### src/rtl/pid_steering_controller.sv
// pid_steering_controller
//   Turns each frame's signed lateral error into a saturated steering
//   correction using a sequential PID computation (one FSM state per step),
//   and mixes that correction into left/right wheel speed commands.
//
// Ports
//   clk          system clock
//   reset        asynchronous, active-high reset
//   enable       run; low stops the controller and clears all state
//   error        signed lateral error (positive = path left of centre)
//   error_ready  error valid; a rising edge starts one computation
//   kp, ki, kd   unsigned gains, FRAC_BITS fractional bits
//   busy         FSM not in IDLE
//   control      signed saturated correction (held between samples)
//   left_speed   left wheel command, 0..SPEED_MAX (held between samples)
//   right_speed  right wheel command, 0..SPEED_MAX (held between samples)
//   out_valid    one-cycle strobe, new outputs
//
// Build option
//   PID_ANTIWINDUP_EN  conditional integration: the integrator is frozen
//                      while the previous control was saturated and the new
//                      error would push further in the same direction.
//
// state  | meaning
// -------+----------------------------------------------
// IDLE   | waiting for a rising edge of error_ready
// PTERM  | p = kp * e
// ITERM  | integral update (clamped), i = ki * integral
// DTERM  | d = kd * (e - prev_error), history update
// SUM    | scale, saturate control, record saturation
// MIX    | publish control and wheel speeds together
// DONE   | out_valid strobe
module pid_steering_controller #(
  parameter int FRAC_BITS  = 4,
  parameter int INT_LIMIT  = 8192,
  parameter int OUT_LIMIT  = 300,
  parameter int BASE_SPEED = 500,
  parameter int SPEED_MAX  = 1000
) (
  input  logic        clk,
  input  logic        reset,
  input  logic        enable,
  input  logic [31:0] error,
  input  logic        error_ready,
  input  logic [7:0]  kp,
  input  logic [7:0]  ki,
  input  logic [7:0]  kd,
  output logic        busy,
  output logic [15:0] control,
  output logic [10:0] left_speed,
  output logic [10:0] right_speed,
  output logic        out_valid
);

  typedef enum logic [2:0] {
    S_IDLE, S_PTERM, S_ITERM, S_DTERM, S_SUM, S_MIX, S_DONE
  } state_t;

  localparam logic signed [31:0] INT_HI  = 32'(INT_LIMIT);
  localparam logic signed [31:0] INT_LO  = -INT_HI;
  localparam logic signed [47:0] OUT_HI  = 48'(OUT_LIMIT);
  localparam logic signed [47:0] OUT_LO  = -OUT_HI;
  localparam logic signed [17:0] BASE_S  = 18'(BASE_SPEED);
  localparam logic signed [17:0] MAX_S   = 18'(SPEED_MAX);

  state_t state, state_nxt;

  logic                 ready_q;
  logic                 trigger;
  logic signed [15:0]   e_q;
  logic signed [15:0]   prev_error;
  logic [7:0]           kp_q, ki_q, kd_q;
  logic signed [31:0]   integral;
  logic                 first_sample;
  logic signed [47:0]   p_q, i_q, d_q;
  logic signed [15:0]   ctrl_q;
  logic                 sat_q;

  logic signed [31:0]   err_s;
  logic signed [15:0]   err_sat;
  logic signed [31:0]   int_sum, int_clamped, int_nxt;
  logic                 hold_int;
  logic signed [47:0]   p_calc, i_calc, d_calc;
  logic signed [16:0]   de;
  logic signed [47:0]   sum_all, sum_sh;
  logic signed [15:0]   ctrl_calc;
  logic                 sat_calc;
  logic signed [17:0]   ctrl_ext, left_raw, right_raw;

  function automatic logic [10:0] clamp_speed(input logic signed [17:0] v);
    if (v < 18'sd0)
      return 11'd0;
    else if (v > MAX_S)
      return MAX_S[10:0];
    else
      return v[10:0];
  endfunction

  // ready_q keeps tracking the input even while busy, so a level held high
  // across the whole computation never looks like a fresh edge.
  assign trigger = enable && (state == S_IDLE) && error_ready && !ready_q;

  always_comb begin
    err_s = $signed(error);
    if (err_s > 32'sd32767)
      err_sat = 16'sd32767;
    else if (err_s < -32'sd32767)
      err_sat = -16'sd32767;
    else
      err_sat = err_s[15:0];
  end

  always_comb begin
    int_sum = integral + $signed({{16{e_q[15]}}, e_q});
    if (int_sum > INT_HI)
      int_clamped = INT_HI;
    else if (int_sum < INT_LO)
      int_clamped = INT_LO;
    else
      int_clamped = int_sum;
`ifdef PID_ANTIWINDUP_EN
    // control still holds the previous sample's value during ITERM
    hold_int = sat_q && (e_q != '0) && (e_q[15] == control[15]);
`else
    hold_int = 1'b0;
`endif
    int_nxt = hold_int ? integral : int_clamped;
  end

  always_comb begin
    p_calc = $signed({40'b0, kp_q}) * $signed({{32{e_q[15]}}, e_q});
    i_calc = $signed({40'b0, ki_q}) * $signed({{16{int_nxt[31]}}, int_nxt});
    de     = $signed({e_q[15], e_q}) - $signed({prev_error[15], prev_error});
    d_calc = first_sample ? '0 : $signed({40'b0, kd_q}) * $signed({{31{de[16]}}, de});
  end

  always_comb begin
    sum_all = p_q + i_q + d_q;
    sum_sh  = sum_all >>> FRAC_BITS;
    if (sum_sh > OUT_HI) begin
      ctrl_calc = OUT_HI[15:0];
      sat_calc  = 1'b1;
    end else if (sum_sh < OUT_LO) begin
      ctrl_calc = OUT_LO[15:0];
      sat_calc  = 1'b1;
    end else begin
      ctrl_calc = sum_sh[15:0];
      sat_calc  = 1'b0;
    end
    ctrl_ext  = {{2{ctrl_q[15]}}, ctrl_q};
    left_raw  = BASE_S - ctrl_ext;
    right_raw = BASE_S + ctrl_ext;
  end

  always_ff @(posedge clk or posedge reset) begin
    if (reset)
      state <= S_IDLE;
    else
      state <= state_nxt;
  end

  always_comb begin
    state_nxt = state;
    busy      = (state != S_IDLE);
    out_valid = 1'b0;
    if (!enable) begin
      state_nxt = S_IDLE;
    end else begin
      case (state)
        S_IDLE:  if (trigger) state_nxt = S_PTERM;
        S_PTERM: state_nxt = S_ITERM;
        S_ITERM: state_nxt = S_DTERM;
        S_DTERM: state_nxt = S_SUM;
        S_SUM:   state_nxt = S_MIX;
        S_MIX:   state_nxt = S_DONE;
        S_DONE: begin
          state_nxt = S_IDLE;
          out_valid = 1'b1;
        end
        default: state_nxt = S_IDLE;
      endcase
    end
  end

  always_ff @(posedge clk or posedge reset) begin
    if (reset) begin
      ready_q      <= 1'b0;
      e_q          <= '0;
      prev_error   <= '0;
      kp_q         <= '0;
      ki_q         <= '0;
      kd_q         <= '0;
      integral     <= '0;
      first_sample <= 1'b1;
      p_q          <= '0;
      i_q          <= '0;
      d_q          <= '0;
      ctrl_q       <= '0;
      sat_q        <= 1'b0;
      control      <= '0;
      left_speed   <= '0;
      right_speed  <= '0;
    end else begin
      ready_q <= error_ready;
      if (!enable) begin
        integral     <= '0;
        prev_error   <= '0;
        first_sample <= 1'b1;
        sat_q        <= 1'b0;
        control      <= '0;
        left_speed   <= '0;
        right_speed  <= '0;
      end else begin
        case (state)
          S_IDLE: begin
            if (trigger) begin
              e_q  <= err_sat;
              kp_q <= kp;
              ki_q <= ki;
              kd_q <= kd;
            end
          end
          S_PTERM: p_q <= p_calc;
          S_ITERM: begin
            integral <= int_nxt;
            i_q      <= i_calc;
          end
          S_DTERM: begin
            d_q          <= d_calc;
            prev_error   <= e_q;
            first_sample <= 1'b0;
          end
          S_SUM: begin
            ctrl_q <= ctrl_calc;
            sat_q  <= sat_calc;
          end
          S_MIX: begin
            control     <= ctrl_q;
            left_speed  <= clamp_speed(left_raw);
            right_speed <= clamp_speed(right_raw);
          end
          default: ;
        endcase
      end
    end
  end

endmodule

### config.mk
export PLATFORM = sky130hd
export DESIGN_NAME = pid_steering_controller
export DESIGN_NICKNAME = d
export VERILOG_FILES = /design/src/rtl/pid_steering_controller.sv
export SDC_FILE = /design/constraint.sdc
export NUM_CORES = 2
export LEC_CHECK = 0
export ABC_CLOCK_PERIOD_IN_PS = 9300
export CAP_MARGIN = 20
export CORE_MARGIN = 4
export CORE_UTILIZATION = 50
export CTS_BUF_LIST = sky130_fd_sc_hd__clkbuf_4
export CTS_CLUSTER_SIZE = 12
export DETAILED_ROUTE_END_ITERATION = 8
export PLACE_DENSITY = 0.76
export SYNTH_ARGS = -nofsm -noshare
export SYNTH_HDL_FRONTEND = slang
export SYNTH_SLANG_ARGS = --single-unit
### constraint.sdc
create_clock -name clk -period 9.3 [get_ports clk]
set_input_delay 0.93 -clock clk [delete_from_list [all_inputs] [get_ports clk]]
set_output_delay 0.93 -clock clk [all_outputs]
set_load 0.03 [all_outputs]
==> qor.yml <==
detailed_routing:
  ant_nets: 0
  viasPerCell: 5.53
  drt_first_pass_iters: 5
  vias: 28900
  wl_met2_mm: 43.7
  wire_per_inst_um: 17.4
  wl_met3_mm: 5.33
  route.detailed.drc: 0
  drt_wl_total_mm: 90.8
  top_layer_used: "met4"
  met1_length_mm: 37.8
  dr.first_iter.drc_count: 1957
timing:
  max_freq_mhz: 107
  clock_skew_ns: 0.0719
  finalMaxSlewViolations: 0
  rsz0062_at_grt: "true"
  worst_pin_slew_ns: 1.07
  final.period_utilization_pct: 101
  max_slew_margin_pct: 28.4
  setup_violations: 2
  fin_crit_ns: 9.36
  hold_violations: 0
  tns_ns: -0.0714
  setup_slack_ns: -0.0608
critical_path:
  crit_family: "compound AO/OA/AOI/OAI gates"
  crit_buf_inv: 6
  critPathMaxStageDelay_ns: 0.55
  crit_arrival_ns: 10.07
  cp.depth: 38
  critPathSlowestCell: "fa_1"
  worstSetupEndpointType: "flop"
  crit_path_start_kind: "flop"
  r2r_end: "i_q[39]"
  startpoint: "e_q[1]"
  path_max_fanout: 3
  r2r_setup_slack_ns: -0.06
  required_ns: 10.01
  worstSetupEndpoint: "i_q[39]"
  reg2reg_depth: 38
  crit_type: "flop to flop"
  timing.rr.start: "e_q[1]"
cts:
  clkTransAtPathRegs_ns: 0.06
  cts_tree: "done"
  cts.sinks: 239
  clockRootBuffer: "clkbuf_4"
  cts_buffers: 70
  clock_latency_ns: 0.84
  clock_path_buffers: 3
  h-tree-depth: 3
logic_synthesis:
  syn_inst: 3990
  synth_area_mm2: 0.0342
  synth_top_flop_cell: "dfrtp_1"
  synth.avg_cell_area_um2: 8.58
  synth_cell_types: 97
  ys_seq_elements: 239
  yosysSeqAreaShare_pct: 17.5
  yosys_warnings: 0
  synth_edf_count: 0
  ys_async_sr_fraction_pct: 100
  syn_nets: 4778
job:
  drv_cap: 0
grt:
  grt_max_degree: 168
  antenna_found_initial: 1
  grt_pass1_wl_mm: 151
  grt_pass1_vias: 30000
  gr-total-overflow: 0
  grt_usage_pct: 25.2
final_layout:
  finalNonFillerCells: 5219
  final_cell_mix: "inv_1 (621), nand2_1 (517), fa_1 (445)"
  final_area_mm2: 0.0396
  final_common_cell: "inv_1"
  drive_gt1_share_pct: 13.1
  syn_to_final_growth_pct: 15.8
  fin_nets: 5088
floorplan:
  start_util_pct: 50.7
  fp.dieArea_mm2: 0.0727
  dieHeight_um: 270
  core_area_mm2: 0.0675
  io_pins: 100
  num_rows: 95
  die_width_um: 270
place:
  pre_cts_slack_ns: -0.492
  place_inst: 5067
  placed_area_mm2: 0.0378
  dp_hpwl_mm: 72.1
  place_congestion: 0.940
  port_buffers: 99
run_status:
  status: "finished with violations"
  violations: "setup timing"
worst_hold_path:
  hold_class: "flop to flop"
## worst reg2reg max path, delay by kind of cell, from the launching register on
family | cells | cell delay (ns)
adders and majority gates | 6 | 2.38
AOI/OAI and AO/OA | 18 | 4.05
xor gates and xnor gates | 1 | 0.20
and+or+nand+nor | 7 | 1.67
buffers and inverters | 6 | 0.60
DFF | 1 | 0.39
## stage by stage
stage	hold WS, ns	utilization, %
after floorplan	0.444	-
after global placement	0.454	55.9
after detailed placement	0.460	55.9
after CTS	0.473	58.0
after global routing	0.502	58.7
final	0.464	58.7
## flip-flops by register name, indices dropped and copies added (netlist names), 16 cells and up
signal,cells
ctrl_q,16
integral,32
control,16
d_q,26
prev_error,16
i_q,41
e_q,16
p_q,25
## layout make-up
cell class                      count  area, um2
Inverter                          626       2360
Clock inverter                     20        184
Fill cell                        5813      27900
Timing Repair Buffer              407       3500
Clock buffer                       97        728
Tap cell                          873       1090
Antenna cell                        1       2.50
Sequential cell                   239       5980
Multi-Input combinational cell   2956      25800
## synthesized netlist by cell type, drive strengths merged, types with 31 or more instances
cell      n  area, um2
dfrtp   238       5960
a21boi   32        244
a21o     63        480
buf      40        230
o21ai   181        906
inv     625       2350
nor2    285       1070
fa      450       9010
nor3     43        220
nand2   524       1980
nor4     32        200
ha      278       3480
and2    175       1100
clkbuf  129        484
a21oi   142        711
xor2     65        569
xnor2    99        867
nand2b   48        300
a22o     48        420
and3     38        238
nor2b    31        194
nand3    83        453
## cells by family (layout without fill, tap and decap cells)
group,after synthesis,after routing,synth area share [%]
AND/OR/NAND/NOR,1360,1360,18.9
buffers and inverters,795,1150,8.95
adder cells (fa/ha/maj),728,728,36.5
AO/OA/AOI/OAI,692,692,13.6
flip-flops,239,239,17.5
XOR/XNOR,164,164,4.19
multiplexers,12,12,0.369
other,0,1,0
## how the worst min path moves through the flow
| stage | start | to | slack, ns | cells after the start |
|---|---|---|---|---|
| after floorplan | d_q[0] | d_q[0] | 0.44 | 2 |
| after global placement | left_speed[9] | left_speed[9] | 0.45 | 2 |
| after detailed placement | left_speed[7] | left_speed[7] | 0.46 | 2 |
| after CTS | left_speed[7] | left_speed[7] | 0.47 | 2 |
| after global routing | left_speed[7] | left_speed[7] | 0.50 | 2 |
| final | left_speed[7] | left_speed[7] | 0.46 | 2 |
## metal layers
layer  GRT usage (%)  vias up
met2            43.0      875
met1            32.1    14100
li1                -    13600
met3            3.90      246
met4            10.5        0
met5               0        -
## repair_timing
item,4_1_cts,5_1_grt
resized for setup,73,75
endpoints found under the setup margin,11,19
hold buffers,0,0
setup buffers,12,19
gates cloned,2,0
pin swaps,54,60
Power is not shown: default switching activity piles up to over one toggle a cycle in this logic, so the estimate is an artifact.
